$ cat config.mk
export PLATFORM = sky130hd
export DESIGN_NAME = alu_stream_core
export DESIGN_NICKNAME = d
export VERILOG_FILES = /design/src/rtl/alu_stream_core.sv
export SDC_FILE = /design/constraint.sdc
export NUM_CORES = 1
export LEC_CHECK = 0
export CAP_MARGIN = 0
export CORE_ASPECT_RATIO = 0.7
export CORE_MARGIN = 5
export CORE_UTILIZATION = 50
export DETAILED_ROUTE_END_ITERATION = 12
export GPL_TIMING_DRIVEN = 0
export HOLD_SLACK_MARGIN = 0.15
export PLACE_DENSITY = 0.72
export SLEW_MARGIN = 30
export SYNTH_ARGS = -nofsm -noshare
export SYNTH_HDL_FRONTEND = slang
export SYNTH_SLANG_ARGS = --single-unit
$ cat constraint.sdc
create_clock -name CLK -period 7.7 [get_ports CLK]
set_clock_uncertainty 0.1 [all_clocks]
set_input_delay 1.155 -clock CLK [delete_from_list [all_inputs] [get_ports CLK]]
set_output_delay 1.155 -clock CLK [all_outputs]
set_load 0.05 [all_outputs]
$ cat src/rtl/alu_stream_core.sv
// Streaming ALU: operand select, single-cycle ops, multi-cycle multiply and a
// show-ahead result FIFO with valid/ready backpressure on the output.
module alu_stream_core #(
    parameter int DATA_WIDTH  = 8,
    parameter int FIFO_DEPTH  = 4,
    parameter int MUL_LATENCY = 3
) (
    input  logic                      CLK,
    input  logic                      RST,
    input  logic                      ACT,
    output logic                      ALU_RDY,
    input  logic [3:0]                OP,
    input  logic [1:0]                MOVI,
    input  logic [DATA_WIDTH-1:0]     REG_A,
    input  logic [DATA_WIDTH-1:0]     REG_B,
    input  logic [DATA_WIDTH-1:0]     MEM,
    input  logic [DATA_WIDTH-1:0]     IMM,
    output logic [2*DATA_WIDTH-1:0]   EX_ALU,
    output logic                      EX_ALU_VLD,
    input  logic                      EX_ALU_RDY
);

    localparam int W        = DATA_WIDTH;
    localparam int PW       = $clog2(FIFO_DEPTH);
    localparam int CW       = (MUL_LATENCY > 2) ? $clog2(MUL_LATENCY - 1) : 1;
    localparam int MUL_LOAD = (MUL_LATENCY > 1) ? MUL_LATENCY - 2 : 0;
    localparam logic [PW:0] FULL_CNT = FIFO_DEPTH[PW:0];

    typedef enum logic [3:0] {
        OP_ADD, OP_SUB, OP_MUL, OP_SHL, OP_SHR, OP_ROL, OP_ROR, OP_NOT,
        OP_AND, OP_OR, OP_XOR, OP_NAND, OP_NOR, OP_XNOR, OP_INC, OP_DEC
    } op_t;

    typedef enum logic {IDLE, MUL_BUSY} state_t;

    state_t          state;
    logic [CW-1:0]   mul_cnt;
    logic [2*W-1:0]  mul_q;

    logic [W-1:0]    opnd_b;
    logic [2*W-1:0]  alu_result;
    logic            accept, defer_mul, mul_done, push, pop;
    logic [2*W-1:0]  push_data;

    logic [2*W-1:0]  fifo_mem [FIFO_DEPTH];
    logic [PW-1:0]   wr_ptr, rd_ptr;
    logic [PW:0]     fifo_count;
    logic [2*W-1:0]  last_q;

    // NOTE: every variable driven in always_comb gets a default first, so no
    // path through the case can leave it unassigned and infer a latch.
    always_comb begin
        opnd_b = REG_B;
        case (MOVI)
            2'd1:    opnd_b = MEM;
            2'd2:    opnd_b = IMM;
            default: opnd_b = REG_B;
        endcase
    end

    always_comb begin
        alu_result = '0;
        case (op_t'(OP))
            OP_ADD:  alu_result = {{(W-1){1'b0}}, {1'b0, REG_A} + {1'b0, opnd_b}};
            OP_SUB:  alu_result = {{(W-1){1'b0}}, {1'b0, REG_A} - {1'b0, opnd_b}};
            OP_MUL:  alu_result = {{W{1'b0}}, REG_A} * {{W{1'b0}}, opnd_b};
            OP_SHL:  alu_result = {{W{1'b0}}, REG_A[W-2:0], 1'b0};
            OP_SHR:  alu_result = {{W{1'b0}}, 1'b0, REG_A[W-1:1]};
            OP_ROL:  alu_result = {{W{1'b0}}, REG_A[W-2:0], REG_A[W-1]};
            OP_ROR:  alu_result = {{W{1'b0}}, REG_A[0], REG_A[W-1:1]};
            OP_NOT:  alu_result = {{W{1'b0}}, ~REG_A};
            OP_AND:  alu_result = {{W{1'b0}}, REG_A & opnd_b};
            OP_OR:   alu_result = {{W{1'b0}}, REG_A | opnd_b};
            OP_XOR:  alu_result = {{W{1'b0}}, REG_A ^ opnd_b};
            OP_NAND: alu_result = {{W{1'b0}}, ~(REG_A & opnd_b)};
            OP_NOR:  alu_result = {{W{1'b0}}, ~(REG_A | opnd_b)};
            OP_XNOR: alu_result = {{W{1'b0}}, ~(REG_A ^ opnd_b)};
            OP_INC:  alu_result = {{(W-1){1'b0}}, {1'b0, REG_A} + (W+1)'(1)};
            OP_DEC:  alu_result = {{(W-1){1'b0}}, {1'b0, REG_A} - (W+1)'(1)};
            default: alu_result = '0;
        endcase
    end

    // RST gates ALU_RDY directly so the core refuses work while reset is held.
    assign ALU_RDY    = !RST && (state == IDLE) && (fifo_count < FULL_CNT);
    assign accept     = ACT && ALU_RDY;
    assign defer_mul  = (op_t'(OP) == OP_MUL) && (MUL_LATENCY > 1);
    assign mul_done   = (state == MUL_BUSY) && (mul_cnt == '0);
    assign push       = (accept && !defer_mul) || mul_done;
    assign push_data  = mul_done ? mul_q : alu_result;
    assign pop        = EX_ALU_VLD && EX_ALU_RDY;

    // NOTE: sequential state uses non-blocking assignments so every register
    // samples the pre-edge values regardless of statement order.
    always_ff @(posedge CLK or posedge RST) begin
        if (RST) begin
            state   <= IDLE;
            mul_cnt <= '0;
            mul_q   <= '0;
        end else begin
            case (state)
                IDLE: if (accept && defer_mul) begin
                    state   <= MUL_BUSY;
                    mul_cnt <= CW'(MUL_LOAD);
                    mul_q   <= alu_result;
                end
                MUL_BUSY: begin
                    if (mul_cnt == '0) state <= IDLE;
                    else               mul_cnt <= mul_cnt - CW'(1);
                end
                default: state <= IDLE;
            endcase
        end
    end

    // NOTE: the FIFO storage is not reset; occupancy and pointers are, and the
    // output mux never exposes an entry that has not been written.
    always_ff @(posedge CLK) begin
        if (push) fifo_mem[wr_ptr] <= push_data;
    end

    always_ff @(posedge CLK or posedge RST) begin
        if (RST) begin
            wr_ptr     <= '0;
            rd_ptr     <= '0;
            fifo_count <= '0;
            last_q     <= '0;
        end else begin
            if (push) wr_ptr <= wr_ptr + PW'(1);
            if (pop) begin
                rd_ptr <= rd_ptr + PW'(1);
                last_q <= fifo_mem[rd_ptr];
            end
            case ({push, pop})
                2'b10:   fifo_count <= fifo_count + (PW+1)'(1);
                2'b01:   fifo_count <= fifo_count - (PW+1)'(1);
                default: fifo_count <= fifo_count;
            endcase
        end
    end

    assign EX_ALU_VLD = (fifo_count != '0);
    assign EX_ALU     = EX_ALU_VLD ? fifo_mem[rd_ptr] : last_q;

    push_while_full: assert property (@(posedge CLK) disable iff (RST)
        !(push && (fifo_count == FULL_CNT)));

endmodule

==> results of run 1 <==
## power by group through the flow
stage | Sequential, W | Combinational (W) | Clock, W
CTS | 0.000781 | 0.00167 | 0.000552
floorplan | 0.000774 | 0.00122 | 0
detailed placement | 0.000789 | 0.00165 | 0
finish | 0.000780 | 0.00167 | 0.000543
global route | 0.000792 | 0.00183 | 0.000576
global placement | 0.000784 | 0.00162 | 0
## sequential cells by signal, indices dropped and copies added (netlist names)
signal,count
rd_ptr,2
mul_q,16
wr_ptr,2
mul_cnt,1
fifo_mem,64
state,1
last_q,16
fifo_count,3
## logic make-up after synthesis
| logic type | count (synthesis) | synth area share [%] |
|---|---|---|
| AND/OR/NAND/NOR | 221 | 11.6 |
| adder cells (fa/ha/maj) | 106 | 19.1 |
| multiplexers | 62 | 10.5 |
| flip-flops | 105 | 34.9 |
| AO/OA/AOI/OAI | 181 | 14.6 |
| XOR/XNOR | 24 | 2.49 |
| buffers and inverters | 126 | 6.79 |
## layer usage
metal | share of wire [%] | GRT usage (%)
met4 | 1.4 | 4.47
met3 | 10 | 7.17
met1 | 47 | 37.3
met2 | 41 | 33.0
met5 | 0 | 0
## synthesized netlist by cell type (3+ instances only)
library cell  count  area (um2)
a211oi_1          5        37.5
a21o_1            6        45.0
a21oi_1          26         130
a221o_1           4        40.0
a221oi_1          9        78.8
a222oi_1          3        30.0
a22oi_1           7        52.6
a31oi_1          10        62.6
a32oi_1           3        26.3
and2_1            3        18.8
and3_1            3        18.8
buf_2             9        45.0
buf_6             6        67.6
clkbuf_1         17        63.8
clkbuf_8          4        55.1
clkinv_1          5        18.8
dfrtp_1          41        1030
edfxtp_1         64        1920
fa_1             38         761
ha_1             68         851
inv_1            79         297
inv_2             3        11.3
mux2_2           42         473
mux2i_1           3        30.0
mux4_2           16         360
nand2_1          73         274
nand2b_1          4        25.0
nand3_1          14        70.1
nor2_1           87         327
nor2b_1          14        87.6
nor3_1            9        45.0
nor3b_1           3        22.5
o211ai_1          4        30.0
o21ai_0          52         260
o21ai_1           3        15.0
o221ai_1          3        26.3
o22ai_1          10        62.6
o31ai_1           9        67.6
o32ai_1           3        26.3
or2_2             3        18.8
xnor2_1          18         158
xor2_1            6        52.6
## critical path, stage by stage
cell and delay (ns):
clkdlybuf4s50_1 0.49, inv_1 0.05, ha_1 0.29, buf_6 0.15, buf_6 0.14, o21ai_1 0.49
inv_1 0.12, clkbuf_1 0.36, nor2_1 0.24, fa_1 0.48, fa_1 0.52, fa_1 0.55
inv_1 0.06, fa_1 0.55, inv_1 0.05, ha_1 0.34, o21ai_0 0.10, a21oi_1 0.26
nand3_1 0.12, a21oi_1 0.20, xnor2_1 0.16, o31ai_1 0.51
## cell type report
class,count,area [um2]
Buffer,38,243
Multi-Input combinational cell,594,4940
Sequential cell,105,2950
Timing Repair Buffer,61,626
Clock buffer,10,229
Tap cell,225,282
Clock inverter,6,130
Inverter,87,327
Fill cell,1419,6720
## worst min-delay path by stage
stage | from | to | slack (ns)
finish | mul_q[15] | mul_q[15] | 0.39
global route | last_q[0] | last_q[0] | 0.41
CTS | mul_q[11] | mul_q[11] | 0.39
detailed placement | mul_q[14] | mul_q[14] | 0.37
global placement | mul_q[14] | mul_q[14] | 0.36
floorplan | mul_q[14] | mul_q[14] | 0.35
## metrics by stage
step           util (%)  hold slack, ns  cells  setup slack (ns)
5_1_grt            59.1           0.415   1126          0.000322
3_5_place_dp       56.9           0.366   1111            -0.476
3_3_place_gp       56.4           0.360   1106            -0.403
6_report           59.1           0.387   1126             0.307
2_1_floorplan         -           0.348    825              1.37
4_1_cts            59.1           0.388   1127            0.0216
## timing repair
action,4_1_cts,5_1_grt
resized for setup,1,4
setup endpoints to repair,8,21
hold endpoints to repair,0,0
==> results by group, run 1 <==
Clocking
  – Clock Sinks: ~110
  – Clock transition at the registers of the reported paths: ~0.06 ns
  – CTS root buffer: clkbuf_16
  – Longest Clk Path Bufs: 2
  – CTS tree: done
  – Htree depth: 3
  – Post-CTS Setup Repair Bufs: 0
  – Total CTS buffers: 9
  – Hold_buf cts: 0
  – Clk_lat worst skew: 0.35 ns

Finish
  – Number of antenna diodes: 0
  – Most frequent cells in the layout: nor2_1, inv_1, nand2_1
  – Commonest non-fill, non-tap cell in the layout: nor2_1
  – Area growth syn-to-layout: 15.2%
  – Proportion of layout cells with a drive suffix above 1: a little over an eighth
  – Final instance area: slightly below 10,000 um2
  – Final net count: 1,044

Synth
  – Synth Cell Area: 8440 um2
  – Ys async rst share: roughly 40%
  – EDFF count, synth: 64
  – Top FF cell, synth: edfxtp_1
  – Cells after Synth: about 830
  – Post-synthesis sequential area ratio: 34.9%
  – Syn Nets: between 900 and 1,000
  – Mapped Avg Cell Area: 10.2 um2
  – Post-synthesis cell type count: 70
  – Yosys reg bits: around 110
  – Ys Warns: 0

Timing
  – Final period utilization: 96.0%
  – Endpoints failing setup: 0
  – Max-Slew Margin vs Limit: between 50% and 60%
  – Final Hold Violating Endpoints: 0
  – Fin. max-slew vios: 0
  – Worst-margin pin slew: 0.716 ns
  – RSZ-0062 raised after global routing: false
  – Setup TNS: 0 ns
  – Tmin final: 7.39 ns
  – FMAX: 135 MHz

Worst setup path
  – Worst Reg-to-Reg Cells: 11
  – Worst Path Required: roughly 7.7 ns
  – RR Endpoint: fifo_count[2]
  – Crit-path max FO: 10
  – Critical Path AT: between 7 and 8 ns
  – Crit path capture type: flip-flop
  – Reg2reg setup slack: 4.58 ns
  – R2r startpoint: fifo_count[2]
  – Worst setup SP type: primary input
  – Crit. Startpoint: MOVI[0]
  – Worst setup endpoint: fifo_mem[1][14]
  – Critical path class: primary input to flip-flop

Drt
  – WL/cell: 20.2 um
  – WL final: between 20,000 and 25,000 um
  – First-pass DRT Iterations: 6
  – Vias per inst: 5.93
  – Antenna Nets Post-Route: 0
  – Detailed-route DRC error count: 0
  – DRT iter0 DRCs: between 700 and 800
  – Vias: roughly 6,700

Placement
  – DP HPWL: between 15,000 and 20,000 um
  – IO Port Bufs: between 50 and 60
  – Post-DP Area: 9350 um2
  – Gpl congestion: between 0.9 and 1

Die
  – Die height: approximately 120 um
  – Initial Util: about 51%
  – Die extent in x: about 170 um
  – Placeable Area: ~16,000 um2
  – Ports: 60
  – Die ar.: slightly below 20,000 um2
  – Row count: 39

Run status
  – Status: complete, no violations

Global route
  – GRT overflow: 0
  – Largest net degree at the start of global routing: 27
  – Vias in the first global route: ~6,700
  – First-pass GRT wire length: 36,300 um
  – GR Util All Layers: 23.9%
  – Antenna violations before repair: 0

Pwr
  – Max VDD drop: between 0.00015 and 0.0002 V
  – Design Power: 0.00299 W
  – Internal power contribution: 0.00176 W
  – Leak: around 4.1 nW
  – Sw Share: between 40% and 50%
  – Combinational power share: between 50% and 60%
  – Clock power share: between 10% and 20%
  – Switching Power: approximately 0.0012 W
  – P per Cell Area: slightly above 300 nW/um2
  – Seq pwr share: between 20% and 30%

Hold path
  – Worst hold path class: flip-flop to flip-flop
  – Hold Crit Depth: 2

Run
  – Max-cap violation count: 0
(Power assumes the default switching activity.)
==> run 2, diff against run 1 <==
Settings changed: CTS_BUF_LIST set to sky130_fd_sc_hd__clkbuf_4 sky130_fd_sc_hd__clkbuf_8.
==> results by group, run 2 (synthesis gave the netlist of run 1 again) <==
Timing
  – Max-Slew Margin vs Limit: 49.7% (-2.6 points)
  – Tmin final: 7.36 ns (-0.0358 ns)
  – Fin. max-slew vios: 0 (unchanged)
  – Endpoints failing setup: 0 (unchanged)
  – Final Hold Violating Endpoints: 0 (unchanged)
  – WHS: 0.384 ns (-0.00266 ns)
  – RSZ-0062 raised after global routing: false
  – FMAX: 136 MHz (+0.49%)
  – Setup ws final: 0.343 ns (+0.0358 ns)
  – Worst-margin pin slew: 0.754 ns (+0.0383 ns)
  – Final period utilization: 95.5% (-0.47 points)

Clocking
  – Clk_lat worst skew: 0.37 ns (+0.02 ns)
  – CTS tree: done
  – Post-CTS Setup Repair Bufs: 0 (unchanged)
  – Longest Clk Path Bufs: 2 (unchanged)
  – Total CTS buffers: 9 (unchanged)
  – Clock transition at the registers of the reported paths: 0.09 ns (+0.03 ns)
  – Clock Sinks: 105 (unchanged)
  – Htree depth: 3 (unchanged)
  – CTS root buffer: clkbuf_8

Placement
  – Gpl congestion: 0.969 (unchanged)
  – Placed Cells: 1,111 (unchanged)
  – Dpl ws: -0.476 ns (unchanged)
  – IO Port Bufs: 56 (unchanged)
  – DP HPWL: 17,400 um (unchanged)
  – Post-DP Area: 9350 um2 (unchanged)

Die
  – Initial Util: 51.3% (unchanged)
  – Placeable Area: 16,400 um2 (unchanged)
  – Row count: 39 (unchanged)
  – Die extent in x: 165 um (unchanged)
  – Die ar.: 19,600 um2 (unchanged)
  – Ports: 60 (unchanged)
  – Die height: 119 um (unchanged)

Global route
  – GR Util All Layers: 23.6% (-0.35 points)
  – First-pass GRT wire length: 35,900 um (-1.1%)
  – GRT overflow: 0 (unchanged)
  – Vias in the first global route: 6,631 (-0.45%)
  – Largest net degree at the start of global routing: 27 (unchanged)
  – Antenna violations before repair: 0 (unchanged)

Finish
  – Most frequent cells in the layout: nor2_1, inv_1, nand2_1
  – Final net count: 1,044 (unchanged)
  – Largest register FFs: 64 (unchanged)
  – Reg with most FFs: fifo_mem
  – Final cell count without fillers: 1,126 (unchanged)
  – Final instance area: 9620 um2 (-1.0%)
  – Area growth syn-to-layout: 14.1%
  – Largest registers: fifo_mem x64, last_q x16, mul_q x16
  – Number of antenna diodes: 0 (unchanged)
  – Proportion of layout cells with a drive suffix above 1: 13.5% (+0.11 points)
  – Post-Route Utilization: 58.5% (-0.59 points)
  – Commonest non-fill, non-tap cell in the layout: nor2_1

Drt
  – First-pass DRT Iterations: 7 (+1)
  – Antenna Nets Post-Route: 0 (unchanged)
  – WL/cell: 19.9 um (-1.4%)
  – Vias: 6,664 (-0.15%)
  – Detailed-route DRC error count: 0 (unchanged)
  – DRT iter0 DRCs: 709 (+1.1%)
  – WL final: 22,400 um (-1.4%)
  – Vias per inst: 5.92 (-0.15%)

Run
  – Max-cap violation count: 0 (unchanged)

Worst setup path
  – Critical Path Slowest Stage Cell: fa_1
  – Worst path max stage delay: 0.55 ns (about the same)
  – Critical path class: primary input to flip-flop
  – Crit. Startpoint: MOVI[0]
  – Crit-path cells: clkdlybuf4s50_1 > inv_1 > ha_1 > buf_6 > buf_6 > o21ai_1 > inv_1 > clkbuf_1 > nor2_1 > fa_1 > fa_1 > fa_1 > inv_1 > fa_1 > inv_1 > ha_1 > a21oi_1 > nand2_1 > o21ai_0 > o21ai_0 > xnor2_1 > o31ai_2
  – Worst setup SP type: primary input
  – Worst Path Required: 7.69 ns (+0.02 ns)
  – Crit path capture type: flip-flop
  – Reg2reg setup slack: 4.56 ns (-0.02 ns)
  – Critical Path AT: 7.35 ns (about the same)
  – Crit-path max FO: 10 (unchanged)
  – R2r startpoint: fifo_count[2]

Pwr
  – P per Cell Area: 299 nW/um2 (-2.9%)
  – Max VDD drop: 0.000193 V (-0.14%)
  – Leak: 4.05 nW (-1.0%)

Hold path
  – Hold path start: mul_q[14]
  – Worst hold path class: flip-flop to flip-flop

Run status
  – Status: complete, no violations
-- run 2: cell counts in the layout (fill, tap and decap cells not counted) --
Identical to the previous run, type by type.
-- run 2: final cells by class --
class                   count  area, um2
repair buffers             61        626
plain buffers              38        243
well taps                 225        282
flip-flops and latches    105       2950
fillers                  1419       6820
clock buffers              10        131
clock inverters             6        130
multi-input cells         594       4940
inverters                  87        327
-- run 2: worst paths after layout --
| check | to | cells after the start |
|---|---|---|
| setup / recovery | fifo_mem[1][15] | 22 |
| hold / removal | mul_q[14] | 2 |
| setup reg to reg | fifo_count[2] | 11 |
| hold reg to reg | mul_q[14] | 2 |
| max in group asynchronous | mul_q[15] | 3 |
| min in group asynchronous | last_q[9] | 2 |
-- run 2: layer usage --
layer  track usage (%)  vias up  part of all wire, %
met4              4.10        0                  1.0
met3              6.72       27                  9.3
met2              32.7      265                   42
li1                  -     3079                    -
met5                 0        -                    0
met1              37.0     3293                   48
-- run 2: per-stage QoR --
| stage | TNS (ns) | power (W) |
|---|---|---|
| final | 0 | 0.00287 |
| after global routing | 0 | 0.00307 |
| after floorplan | 0 | 0.00200 |
| after global placement | -4.94 | 0.00241 |
| after detailed placement | -5.91 | 0.00244 |
| after CTS | 0 | 0.00288 |
-- run 2: timing repair --
item,in CTS,in global routing
gates resized for setup,1,4
pin swaps,0,0
hold buffers,0,0
endpoints found under the setup margin,4,13
-- run 2: power breakdown --
group	total, W	switching (W)	internal, W
logic	0.00167	0.000979	0.000688
clock network	0.000429	0.000178	0.000251
registers	0.000777	0.0000511	0.000726
-- run 2: critical path: cells and delay by family --
| family | cells | cell delay, ns |
|---|---|---|
| compound gates | 5 | 1.40 |
| xor+xnor | 1 | 0.42 |
| fa+ha+maj | 6 | 2.63 |
| buf+inv | 8 | 1.41 |
| simple gates | 2 | 0.33 |
